===== src/rtl/perf_cnt_arbiter.sv =====
// Cycle / retired-instruction counters with a round-robin shared readout port.
// Optional macro PERF_OVF_EN: counters wrap and report sticky overflow on ovf.
module perf_cnt_arbiter #(
   parameter int CNT_W = 32
) (
   input  logic             clock,
   input  logic             reset_n,
   input  logic [3:0]       ex,
   input  logic             ctrl_start,
   input  logic             ctrl_stop,
   input  logic             ctrl_clear,
   input  logic [3:0]       req,
   output logic [3:0]       gnt,
   output logic             rd_valid,
   output logic             rd_last,
   output logic [1:0]       rd_id,
   output logic [CNT_W-1:0] rd_data,
   output logic             running,
   output logic             busy
`ifdef PERF_OVF_EN
   ,
   output logic [1:0]       ovf
`endif
);

   typedef enum logic [1:0] {IDLE, SNAP, XFER0, XFER1} state_t;

   state_t           state_reg, state_next;
   logic             run_reg, run_next;
   logic [CNT_W-1:0] cycle_reg, cycle_next;
   logic [CNT_W-1:0] instr_reg, instr_next;
   logic [CNT_W-1:0] snap_cyc_reg, snap_cyc_next;
   logic [CNT_W-1:0] snap_ins_reg, snap_ins_next;
   logic [3:0]       gnt_reg, gnt_next;
   logic [1:0]       id_reg, id_next;
   logic [1:0]       ptr_reg, ptr_next;
   logic [1:0]       ovf_reg, ovf_next;
   logic [2:0]       pop;
   logic [CNT_W:0]   cyc_sum, ins_sum;
   logic [1:0]       pick_id, cand;
   logic             pick_found;

   // Sums carry one extra bit so the carry-out flags saturation or wrap.
   always_comb begin
      pop = 3'd0;
      for (int k = 0; k < 4; k++) pop = pop + 3'(ex[k]);
      cyc_sum = {1'b0, cycle_reg} + {{CNT_W{1'b0}}, 1'b1};
      ins_sum = {1'b0, instr_reg} + {{(CNT_W-2){1'b0}}, pop};
   end

   always_comb begin
      run_next   = run_reg;
      cycle_next = cycle_reg;
      instr_next = instr_reg;
      ovf_next   = ovf_reg;
      if (ctrl_clear) begin
         cycle_next = '0;
         instr_next = '0;
         ovf_next   = 2'b00;
      end else begin
         if (run_reg) begin
`ifdef PERF_OVF_EN
            cycle_next = cyc_sum[CNT_W-1:0];
            instr_next = ins_sum[CNT_W-1:0];
            ovf_next   = ovf_reg | {ins_sum[CNT_W], cyc_sum[CNT_W]};
`else
            cycle_next = cyc_sum[CNT_W] ? {CNT_W{1'b1}} : cyc_sum[CNT_W-1:0];
            instr_next = ins_sum[CNT_W] ? {CNT_W{1'b1}} : ins_sum[CNT_W-1:0];
`endif
         end
         if (ctrl_stop)       run_next = 1'b0;
         else if (ctrl_start) run_next = 1'b1;
      end
   end

   // Scan from the highest offset down so the nearest requester after ptr wins.
   always_comb begin
      pick_found = 1'b0;
      pick_id    = ptr_reg;
      cand       = ptr_reg;
      for (int k = 3; k >= 0; k--) begin
         cand = ptr_reg + 2'(k);
         if (req[cand]) begin
            pick_found = 1'b1;
            pick_id    = cand;
         end
      end
   end

   always_comb begin
      state_next    = state_reg;
      gnt_next      = gnt_reg;
      id_next       = id_reg;
      ptr_next      = ptr_reg;
      snap_cyc_next = snap_cyc_reg;
      snap_ins_next = snap_ins_reg;
      case (state_reg)
         IDLE: begin
            if (pick_found) begin
               gnt_next   = 4'b0001 << pick_id;
               id_next    = pick_id;
               state_next = SNAP;
            end
         end
         SNAP: begin
            snap_cyc_next = cycle_reg;
            snap_ins_next = instr_reg;
            state_next    = XFER0;
         end
         XFER0: state_next = XFER1;
         XFER1: begin
            ptr_next   = id_reg + 2'd1;
            gnt_next   = 4'b0000;
            state_next = IDLE;
         end
         default: state_next = IDLE;
      endcase
   end

   always_ff @(posedge clock or negedge reset_n) begin
      if (!reset_n) begin
         state_reg    <= IDLE;
         run_reg      <= 1'b0;
         cycle_reg    <= '0;
         instr_reg    <= '0;
         snap_cyc_reg <= '0;
         snap_ins_reg <= '0;
         gnt_reg      <= 4'b0000;
         id_reg       <= 2'd0;
         ptr_reg      <= 2'd0;
         ovf_reg      <= 2'b00;
      end else begin
         state_reg    <= state_next;
         run_reg      <= run_next;
         cycle_reg    <= cycle_next;
         instr_reg    <= instr_next;
         snap_cyc_reg <= snap_cyc_next;
         snap_ins_reg <= snap_ins_next;
         gnt_reg      <= gnt_next;
         id_reg       <= id_next;
         ptr_reg      <= ptr_next;
         ovf_reg      <= ovf_next;
      end
   end

   assign gnt      = gnt_reg;
   assign rd_id    = id_reg;
   assign running  = run_reg;
   assign busy     = (state_reg != IDLE);
   assign rd_valid = (state_reg == XFER0) || (state_reg == XFER1);
   assign rd_last  = (state_reg == XFER1);
   assign rd_data  = (state_reg == XFER0) ? snap_cyc_reg :
                     (state_reg == XFER1) ? snap_ins_reg : '0;
`ifdef PERF_OVF_EN
   assign ovf = ovf_reg;
`else
   // Overflow tracking only exists in the wrapping build.
   logic unused_ovf;
   assign unused_ovf = ^ovf_reg ^ ^ovf_next;
`endif

endmodule

===== config.mk =====
export PLATFORM = sky130hd
export DESIGN_NAME = perf_cnt_arbiter
export DESIGN_NICKNAME = d
export VERILOG_FILES = /design/src/rtl/perf_cnt_arbiter.sv
export SDC_FILE = /design/constraint.sdc
export NUM_CORES = 1
export LEC_CHECK = 0
export BUFFER_PORTS_ARGS = -buffer_cell sky130_fd_sc_hd__buf_2
export CAP_MARGIN = 20
export CORE_MARGIN = 1.5
export CORE_UTILIZATION = 40
export DETAILED_ROUTE_END_ITERATION = 7
export PLACE_DENSITY = 0.57
export SLEW_MARGIN = 20
export SYNTH_ARGS = -nofsm -noshare
export SYNTH_HDL_FRONTEND = slang
export SYNTH_SLANG_ARGS = --single-unit

===== constraint.sdc =====
create_clock -name clock -period 2.4 [get_ports clock]
set_clock_uncertainty 0.15 [all_clocks]
set_input_delay 0.36 -clock clock [delete_from_list [all_inputs] [get_ports clock]]
set_output_delay 0.36 -clock clock [all_outputs]
set_load 0.01 [all_outputs]

==> flow_metrics.env <==
export IMPL_via_per_inst=5.80
export IMPL_clkSinkCount=139
export IMPL_cts_root_buf="clkbuf_16"
export IMPL_drtIter0Drc=478
export IMPL_routed_wl_um=19400
export IMPL_slew_viol_final=0
export IMPL_diodes=0
export IMPL_grt_max_degree=65
export IMPL_worst_path_max_fanout=4
export IMPL_path_class="in -> reg"
export IMPL_yosys_area_top_type="dfrtp_1"
export IMPL_syn_area_per_cell_um2=10.5
export IMPL_violations="negative setup slack"
export IMPL_crit_chain="buf_6 > fa_1 > inv_1 > fa_2 > inv_2 > fa_2 > and2_4 > nand4_1 > or3_4 > buf_6 > a311o_1 > a21oi_1"
export IMPL_min_period_over_period_pct=111
export IMPL_clk_latency_ns=0.43
export IMPL_antenna_found_initial=0
export IMPL_gp_congestion=0.880
export IMPL_clock_path_buffers=2
export IMPL_cts_buffers=17
export IMPL_max_cap_violations=0
export IMPL_hold_path_class="in -> reg"
export IMPL_coreArea_mm2=0.0174
export IMPL_grt_ovfl_total=0
export IMPL_rows=48
export IMPL_remaining_drc_errors=0
export IMPL_layout_min_cycle_time_ns=2.66
export IMPL_synth_ff_type="dfrtp_1"
export IMPL_ys_seq_area_share_pct=48.9
export IMPL_syn_nets=700
export IMPL_initial_core_util_pct=41.0
export IMPL_synthArstFlopShare_pct=100
export IMPL_h_tree_depth=4
export IMPL_rsz0062_at_grt="true"
export IMPL_yosysMostFrequentCell="dfrtp_1"
export IMPL_firstDrtPassIters=5
export IMPL_io_buffers=54
export IMPL_drive_above_1_share_pct=36.5
export IMPL_crit_family="adder cells"
export IMPL_critical_path_max_stage_delay_ns=0.53
export IMPL_die_h_um=136
export IMPL_crit_path_end_kind="register"
export IMPL_cp_arrival_ns=2.85
export IMPL_fin_ws_ns=-0.256
export IMPL_design_area_mm2=0.00916
export IMPL_ir_worst_vdd_v=0.000594
export IMPL_finalHoldViolCount=0
export IMPL_worst_pin_slew_ns=0.772
export IMPL_fill_cells=1533
export IMPL_dieWidth_um=136
export IMPL_leakage_nw=4.26
export IMPL_place_area_mm2=0.00814
export IMPL_clk_pin_slew_ns=0.06
export IMPL_cp_buffers_inverters=4
export IMPL_hpwl_um=13200
export IMPL_io_pins=55
export IMPL_syn_instance_count=677
export IMPL_wl_per_cell_um=18.9
export IMPL_cp_slowest_cell="fa_1"
export IMPL_synth_area_mm2=0.00712
export IMPL_reg2reg_from="instr_reg[0]"
export IMPL_powerDensity_mw_per_mm2=764
export IMPL_vias=5959
export IMPL_setup_tns_ns=-4.62
export IMPL_crit_required_ns=2.60
export IMPL_ys_top_cells_by_area="dfrtp_1, mux2_2, a22o_1"
export IMPL_ys_types=57
export IMPL_final_antenna_net_count=0
export IMPL_setup_viol=32
export IMPL_ys_ff_latch=139
export IMPL_worst_setup_path_start_kind="input pin"
export IMPL_syn_to_final_growth_pct=28.7
export IMPL_synth_edf_count=0
export IMPL_ys_warn_count=0
export IMPL_status="finished, violations left"
export IMPL_grt_pass1_wl_um=31600
export IMPL_grt_total_usage_pct=22.2
export IMPL_hold_start="ctrl_start"
export IMPL_relSlewSlack_pct=48.5
export IMPL_nets=813
export IMPL_cts_tree="yes"
export IMPL_cp_startpoint="ex[0]"
export IMPL_grt_pass1_vias=5972
export IMPL_yosysTopAreaCellShare_pct=48.9
export IMPL_fmax_mhz=377
export IMPL_synthTopCellsByCount="dfrtp_1, mux2_2, nor2_1, nand2_1, clkbuf_1"
export IMPL_die_area_mm2=0.0186
-- placed cells by master, fill, tap and decap left out, types with 13 or more instances in the layout --
master / instances
o21ai_0: 17
nor2_1: 56
clkbuf_16: 17
buf_2: 51
a211oi_2: 14
and4_1: 14
nand4_1: 13
mux2_2: 65
buf_6: 15
a22o_1: 34
buf_4: 68
inv_1: 20
dfrtp_1: 138
nand3_1: 21
nand2_1: 40
and3_1: 13
a21oi_1: 20
nor3_1: 23
-- final cells by class --
| type | instances | area (µm²) | area share, % |
|---|---|---|---|
| clock buffers | 21 | 460 | 5.02 |
| well taps | 225 | 282 | 3.07 |
| clock inverters | 11 | 191 | 2.09 |
| multi-input cells | 470 | 3630 | 39.7 |
| repair buffers | 140 | 1030 | 11.3 |
| flip-flops and latches | 139 | 3480 | 38.0 |
| inverters | 22 | 82.6 | 0.901 |
-- worst register-to-register path, cell delays in order, from the launching register on --
cell	delay, ns
dfrtp_1	0.36
inv_1	0.06
fa_2	0.37
inv_2	0.06
fa_2	0.19
and2_4	0.14
nand4_1	0.10
or3_4	0.45
buf_6	0.14
a311o_1	0.26
a21oi_1	0.13
-- layer usage --
metal | share of wire (%) | vias up | track usage (%)
met3 | 3.3 | 37 | 4.85
met4 | 2.2 | 0 | 9.16
li1 | - | 2751 | -
met5 | 0 | - | 0
met2 | 50 | 155 | 36.4
met1 | 45 | 3016 | 28.4
-- power breakdown --
part           internal, mW  switching [mW]
Combinational         0.619           0.890
Clock                  1.90            1.01
Sequential             2.47           0.113
Total                  4.99            2.02
-- worst paths after layout --
path	endpoint	slack [ns]	cells past startpoint
setup / recovery	instr_reg[19]	-0.26	12
hold reg to reg	gnt[3]	0.33	2
hold / removal	running	0.07	3
max in group asynchronous	rd_id[0]	1.03	3
setup reg to reg	instr_reg[19]	-0.09	10
min in group asynchronous	snap_ins_reg[31]	0.28	2
-- cells by family after synthesis --
kind of cell | share of synthesized area (%)
AOI/OAI and AO/OA | 15.2
xor gates and xnor gates | 0.369
adders and majority gates | 2.07
buffers and inverters | 3.99
DFF | 48.9
muxes | 11.8
and+or+nand+nor | 17.7
-- through the flow --
step	total power, mW	hold slack [ns]	setup WS, ns	instances	utilization [%]
final	7.00	0.0683	-0.256	1028	52.8
after global routing	7.33	0.0896	-0.361	1028	52.8
after CTS	7.12	0.0512	-0.245	1024	52.2
after detailed placement	4.06	0.178	-0.717	978	46.9
after global placement	4.00	0.178	-0.604	978	46.9
after floorplan	3.56	-0.0856	-0.616	677	-
-- repair_timing --
item                                    CTS  global route
hold buffers                              2             0
endpoints found under the hold margin    47             0
cloned                                    1             0
buffers inserted                         12             7
pin swaps                                13            18
endpoints found under the setup margin   62            66
resized for setup                        29            26
No activity file was read; power rests on OpenSTA's default activity.
